## src/rtl/img_downsample_seq.sv

```systemverilog
`timescale 1ns/1ps
// img_downsample_seq: 2x2 box-filter downsampler between the source image RAM (port A reads) and the output image RAM.
// Latency: 4 x (1 ISSUE + N_wait) + 1 WRITE cycles per output pixel (9 with a zero-wait RAM); done the cycle after the last out_we.
// Backpressure: each read is held in WAIT until d_ready_re; with DS_TIMEOUT_EN a 256-cycle WAIT watchdog aborts the pass with err.
//
// Ports:
//   clk, rst_n            : clock, asynchronous active-low reset
//   start / busy / done   : pass launch (sampled in IDLE), pass in progress, one-cycle completion pulse
//   mem_addr, mem_we      : source read address (registered), write enable (always 0)
//   mem_q, d_ready_re     : source read data and its ready strobe (honoured only in WAIT)
//   out_addr, out_data,
//   out_we                : output RAM write port, one strobe per averaged pixel
//   err                   : sticky read-timeout flag
//
// Build option: define DS_TIMEOUT_EN to include the WAIT watchdog and the err flag; otherwise err is constant 0.
module img_downsample_seq #(
    parameter int          IMG_W      = 512,
    parameter int          IMG_H      = 512,
    parameter int          ADDR_W     = 19,
    parameter int          OUT_ADDR_W = 17,
    parameter int unsigned SRC_BASE   = 0
) (
    input  logic                  clk,
    input  logic                  rst_n,
    input  logic                  start,
    output logic                  busy,
    output logic                  done,
    output logic [ADDR_W-1:0]     mem_addr,
    output logic                  mem_we,
    input  logic [7:0]            mem_q,
    input  logic                  d_ready_re,
    output logic [OUT_ADDR_W-1:0] out_addr,
    output logic [7:0]            out_data,
    output logic                  out_we,
    output logic                  err
);

    typedef enum logic [2:0] {
        S_IDLE,
        S_ISSUE,
        S_WAIT,
        S_WRITE,
        S_FIN
    } state_t;

    localparam int OUT_W = IMG_W / 2;
    localparam int OUT_H = IMG_H / 2;

    state_t      state;
    logic [15:0] ox;
    logic [15:0] oy;
    logic [1:0]  k;
    logic [9:0]  acc;

    // Address arithmetic is done at full port width; the casts make the
    // truncation/extension explicit.
    logic [ADDR_W-1:0]     src_row;
    logic [ADDR_W-1:0]     src_col;
    logic [ADDR_W-1:0]     src_addr;
    logic [OUT_ADDR_W-1:0] dst_addr;
    logic [9:0]            acc_sum;
    logic [9:0]            acc_rnd;
    logic                  ox_last;
    logic                  oy_last;

    always_comb begin
        // Tap k: bit 1 selects the bottom row, bit 0 the right column.
        src_row  = ADDR_W'({oy, 1'b0}) + ADDR_W'(k[1]);
        src_col  = ADDR_W'({ox, 1'b0}) + ADDR_W'(k[0]);
        src_addr = ADDR_W'(SRC_BASE) + src_row * ADDR_W'(IMG_W) + src_col;
        dst_addr = OUT_ADDR_W'(oy) * OUT_ADDR_W'(OUT_W) + OUT_ADDR_W'(ox);
        acc_sum  = acc + 10'(mem_q);
        // Four bytes sum to at most 1020, so +2 and >>2 always fits 8 bits.
        acc_rnd  = (acc_sum + 10'd2) >> 2;
        ox_last  = (ox == 16'(OUT_W - 1));
        oy_last  = (oy == 16'(OUT_H - 1));
    end

`ifdef DS_TIMEOUT_EN
    logic [7:0] wd_cnt;
    logic       err_r;
    assign err = err_r;
`else
    assign err = 1'b0;
`endif

    assign mem_we = 1'b0;

    always_ff @(posedge clk or negedge rst_n) begin
        if (!rst_n) begin
            state    <= S_IDLE;
            busy     <= 1'b0;
            done     <= 1'b0;
            out_we   <= 1'b0;
            mem_addr <= '0;
            out_addr <= '0;
            out_data <= '0;
            ox       <= '0;
            oy       <= '0;
            k        <= '0;
            acc      <= '0;
`ifdef DS_TIMEOUT_EN
            wd_cnt   <= '0;
            err_r    <= 1'b0;
`endif
        end else begin
            // Strobes are single-cycle; only the transitions below raise them.
            done   <= 1'b0;
            out_we <= 1'b0;

            case (state)
                S_IDLE: begin
                    if (start) begin
                        ox    <= '0;
                        oy    <= '0;
                        k     <= '0;
                        acc   <= '0;
                        busy  <= 1'b1;
`ifdef DS_TIMEOUT_EN
                        err_r <= 1'b0;
`endif
                        state <= S_ISSUE;
                    end
                end

                S_ISSUE: begin
                    // d_ready_re is deliberately ignored here: a strobe left
                    // over from the previous address must not be counted.
                    mem_addr <= src_addr;
`ifdef DS_TIMEOUT_EN
                    wd_cnt   <= '0;
`endif
                    state    <= S_WAIT;
                end

                S_WAIT: begin
                    if (d_ready_re) begin
                        acc <= acc_sum;
                        if (k != 2'd3) begin
                            k     <= k + 2'd1;
                            state <= S_ISSUE;
                        end else begin
                            // Output registers are loaded here so that out_we,
                            // out_addr and out_data are all valid in WRITE.
                            out_data <= acc_rnd[7:0];
                            out_addr <= dst_addr;
                            out_we   <= 1'b1;
                            state    <= S_WRITE;
                        end
                    end
`ifdef DS_TIMEOUT_EN
                    else if (wd_cnt == 8'hFF) begin
                        // 256th WAIT cycle without a response: abandon the pass.
                        err_r <= 1'b1;
                        busy  <= 1'b0;
                        done  <= 1'b1;
                        state <= S_FIN;
                    end else begin
                        wd_cnt <= wd_cnt + 8'd1;
                    end
`endif
                end

                S_WRITE: begin
                    acc <= '0;
                    k   <= '0;
                    if (ox_last && oy_last) begin
                        busy  <= 1'b0;
                        done  <= 1'b1;
                        state <= S_FIN;
                    end else begin
                        if (ox_last) begin
                            ox <= '0;
                            oy <= oy + 16'd1;
                        end else begin
                            ox <= ox + 16'd1;
                        end
                        state <= S_ISSUE;
                    end
                end

                S_FIN: begin
                    // start is not sampled here, so a start coinciding with
                    // done is dropped.
                    state <= S_IDLE;
                end

                default: begin
                    state <= S_IDLE;
                end
            endcase
        end
    end

endmodule

```

## config.mk

```make
export PLATFORM = sky130hd
export DESIGN_NAME = img_downsample_seq
export DESIGN_NICKNAME = d
export VERILOG_FILES = /design/src/rtl/img_downsample_seq.sv
export SDC_FILE = /design/constraint.sdc
export NUM_CORES = 1
export LEC_CHECK = 0
export ABC_AREA = 1
export BUFFER_PORTS_ARGS = -buffer_cell sky130_fd_sc_hd__buf_2
export CAP_MARGIN = 0
export CORE_ASPECT_RATIO = 1.5
export CORE_MARGIN = 10
export CORE_UTILIZATION = 35
export DETAILED_ROUTE_END_ITERATION = 10
export SYNTH_ARGS = -nofsm -noshare
export SYNTH_HDL_FRONTEND = slang
export SYNTH_SLANG_ARGS = --single-unit
```

## constraint.sdc

```tcl
create_clock -name clk -period 2.2 [get_ports clk]
set_input_delay 0.22 -clock clk [delete_from_list [all_inputs] [get_ports clk]]
set_output_delay 0.22 -clock clk [all_outputs]
set_load 0.005 [all_outputs]
```

==> results.sh <==
export IMPL_power_leakage_nw=3.42
export IMPL_synth_compound_area_frac=0.114
export IMPL_power_frac_comb=0.394
export IMPL_multi_input_area_um2=3080
export IMPL_hpwl_um=11800
export IMPL_drc=0
export IMPL_cts_htree_levels=3
export IMPL_muxShareOfSynthArea=0
export IMPL_crit_chain="ha_1, inv_1, fa_2, inv_2, ha_4, nand3_4, nor2_4, nand2_2, nor2_4, nand3_1, nand3_1, nand2_1"
export IMPL_via_per_inst=4.93
export IMPL_die_w_um=125
export IMPL_critPathKind="flop to flop"
export IMPL_power_share_sequential=0.361
export IMPL_die_h_um=178
export IMPL_layout_nets=877
export IMPL_post_route_min_period_ps=2080
export IMPL_final_setup_viol_count=0
export IMPL_path_clk_slew_ps=70
export IMPL_synthCells=759
export IMPL_totalWireLength_um=14900
export IMPL_critPathMaxStageDelay_ps=450
export IMPL_dpl_cell_count=1028
export IMPL_yosys_register_bits=94
export IMPL_synthSimpleGateAreaFrac=0.307
export IMPL_critPathArrivalTime_ps=2310
export IMPL_ios=61
export IMPL_netlist_top_cells_area="dfrtp_1 41%, nand2_1 15%, nand3_1 6.4%, ha_1 6.0%, inv_1 5.0%"
export IMPL_finalCritPeriodShare=0.944
export IMPL_n_antenna_cell=0
export IMPL_clkPwrFrac=0.246
export IMPL_postCtsSetupBuffers=0
export IMPL_hold_viol=0
export IMPL_fill_cells=1672
export IMPL_via_count=5150
export IMPL_synth_fa_ha_area_frac=0.0708
export IMPL_yosysTopAreaCell="dfrtp_1"
export IMPL_cts_tree="done"
export IMPL_final_util=0.417
export IMPL_cap_violations=0
export IMPL_die_area_um2=22200
export IMPL_fin_cells=1045
export IMPL_cts_sinks=94
export IMPL_grt_usage=0.139
export IMPL_grt_pass1_wl_um=25500
export IMPL_yosysSeqAreaShare=0.406
export IMPL_hp_class="input pin to flop"
export IMPL_fmaxAchievable_ghz=0.482
export IMPL_core_area_um2=16300
export IMPL_grt_ovfl_total=0
export IMPL_crit_required_ps=2430
export IMPL_async_flop_share=1.00
export IMPL_drive_gt1_frac=0.186
export IMPL_synthXorXnorAreaFrac=0.0287
export IMPL_crit_fanout=3
export IMPL_cpMaxStageDelayCell="fa_2"
export IMPL_critPathLaunchType="flop"
export IMPL_syn_avg_cell_area_um2=7.64
export IMPL_drv_slew=0
export IMPL_ant_nets=0
export IMPL_hold_slack_ps=147
export IMPL_endpoint_kind="flop"
export IMPL_syn_area_um2=5800
export IMPL_synth_common_cells="230 x nand2_1, 94 x dfrtp_1, 77 x inv_1"
export IMPL_grt_start_max_net_pins=44
export IMPL_antenna_found_initial=0
export IMPL_ys_types=42
export IMPL_gp_congestion=0.923
export IMPL_synth_edf_count=0
export IMPL_first_iter_violations=207
export IMPL_powerDensity_nw_per_um2=939
export IMPL_root_buffer="clkbuf_16"
export IMPL_synth_top_area_frac=0.406
export IMPL_first_pass_iters=5
export IMPL_fin_setup_tns_ps=0
export IMPL_synthFlopType="dfrtp_1"
export IMPL_relSlewSlack=0.448
export IMPL_intPower_mw=3.83
export IMPL_cts_made_buffers=9
export IMPL_synth_top_family_by_area="simple AND/OR/NAND/NOR gates"
export IMPL_rsz0062_at_grt="false"
export IMPL_rows=57
export IMPL_skew_ps=6.63
export IMPL_areaGrowthSynthToFinish_pct=17.1
export IMPL_yosys_warnings=0
export IMPL_io_buffers=58
export IMPL_worst_ir_drop_vdd_mv=0.503
export IMPL_power_switching_mw=2.54
export IMPL_wire_per_inst_um=14.2
export IMPL_cts_path_max_buffers=2
export IMPL_regArea_um2=2350
export IMPL_worst_slew_pin_slew_ps=827
export IMPL_synth_most_common_cell="nand2_1"
export IMPL_grt_pass1_vias=5258
export IMPL_total_power_mw=6.37
export IMPL_start_util=0.356
export IMPL_status="finished clean"
export IMPL_clock_latency_ps=340
export IMPL_switching_share=0.399
==> power by group through the flow <==
| stage | Clock (mW) | Sequential [mW] | Combinational (mW) |
|---|---|---|---|
| after floorplan | 0 | 2.30 | 1.55 |
| after global placement | 0 | 2.34 | 2.39 |
| after detailed placement | 0 | 2.33 | 2.41 |
| after CTS | 1.61 | 2.30 | 2.43 |
| after global routing | 1.68 | 2.34 | 2.87 |
| final | 1.57 | 2.30 | 2.51 |
==> cell families after synthesis <==
group                    count (synthesis)
AND/OR/NAND/NOR                        400
AO/OA/AOI/OAI                          113
buffers and inverters                  101
flip-flops                              94
adder cells (fa/ha/maj)                 31
XOR/XNOR                                19
other                                    1
==> timing repair <==
item	4_1_cts	5_1_grt
pin swaps	0	3
endpoints found under the hold margin	32	0
hold buffers	1	0
endpoints found under the setup margin	1	5
gates resized for setup	1	15
==> layer usage <==
layer  vias up  share of wire  GRT usage  wire length, um
met4         0          0.037     0.0669              548
met5         -              0          0                0
met3        39          0.027     0.0215              402
li1       2629              -          -                -
met2        89           0.55      0.264             8110
met1      2393           0.39      0.145             5820
==> cell usage in the layout (no fill, tap or decap), types with 3 or more instances in the layout <==
master     instances
a31oi_1            8
xnor2_1            6
nor2_2             5
buf_2             57
xor2_1            13
nor3_1            13
o21ai_2           15
o21ai_0           48
nand2_1          228
a21o_1             3
nor2_1            36
o21ai_1           15
a21oi_1           16
inv_1             75
ha_1              27
nand2_2            5
buf_4             20
clkbuf_16          9
o21bai_1           3
nand3_1           73
or2_2             11
dfrtp_1           94
nor2_4             5
nand4_1           11
inv_2              9
==> through the flow <==
step	setup slack, ps	instance area, um2
finish	123	6790
global route	4.31	6790
CTS	29.6	6730
detailed placement	0.516	6420
global placement	0.985	6420
floorplan	194	5800
==> final timing paths <==
check	from	endpoint	slack, ps	cells after the start
setup / recovery	acc[0]	out_data[7]	120	12
hold / removal	start	busy	150	3
setup reg to reg	acc[0]	out_data[7]	120	12
hold reg to reg	out_data[6]	out_data[6]	490	2
max in group asynchronous	rst_n	acc[2]	1200	3
min in group asynchronous	rst_n	ox[5]	370	2
==> worst max-delay path: cells and delay by family (launching register included) <==
family	cells	cell delay [ps]
adders and majority gates	3	790
buffers and inverters	2	160
DFF	1	370
and+or+nand+nor	7	640
==> cell type report <==
| class | instances | share of cell area |
|---|---|---|
| clock buffer | 10 | 0.0337 |
| clock inverter | 6 | 0.0101 |
| inverter | 84 | 0.0465 |
| multi-input combinational | 565 | 0.453 |
| sequential | 94 | 0.347 |
| tap | 206 | 0.0380 |
| timing repair buffer | 80 | 0.0715 |
==> state kept, by name (all words and copies together) (netlist names) <==
register	count
state	3
acc	10
out_addr	17
oy	16
busy	1
out_data	8
mem_addr	19
out_we	1
k	2
ox	16
done	1
No activity file was read; power rests on OpenSTA's default activity.
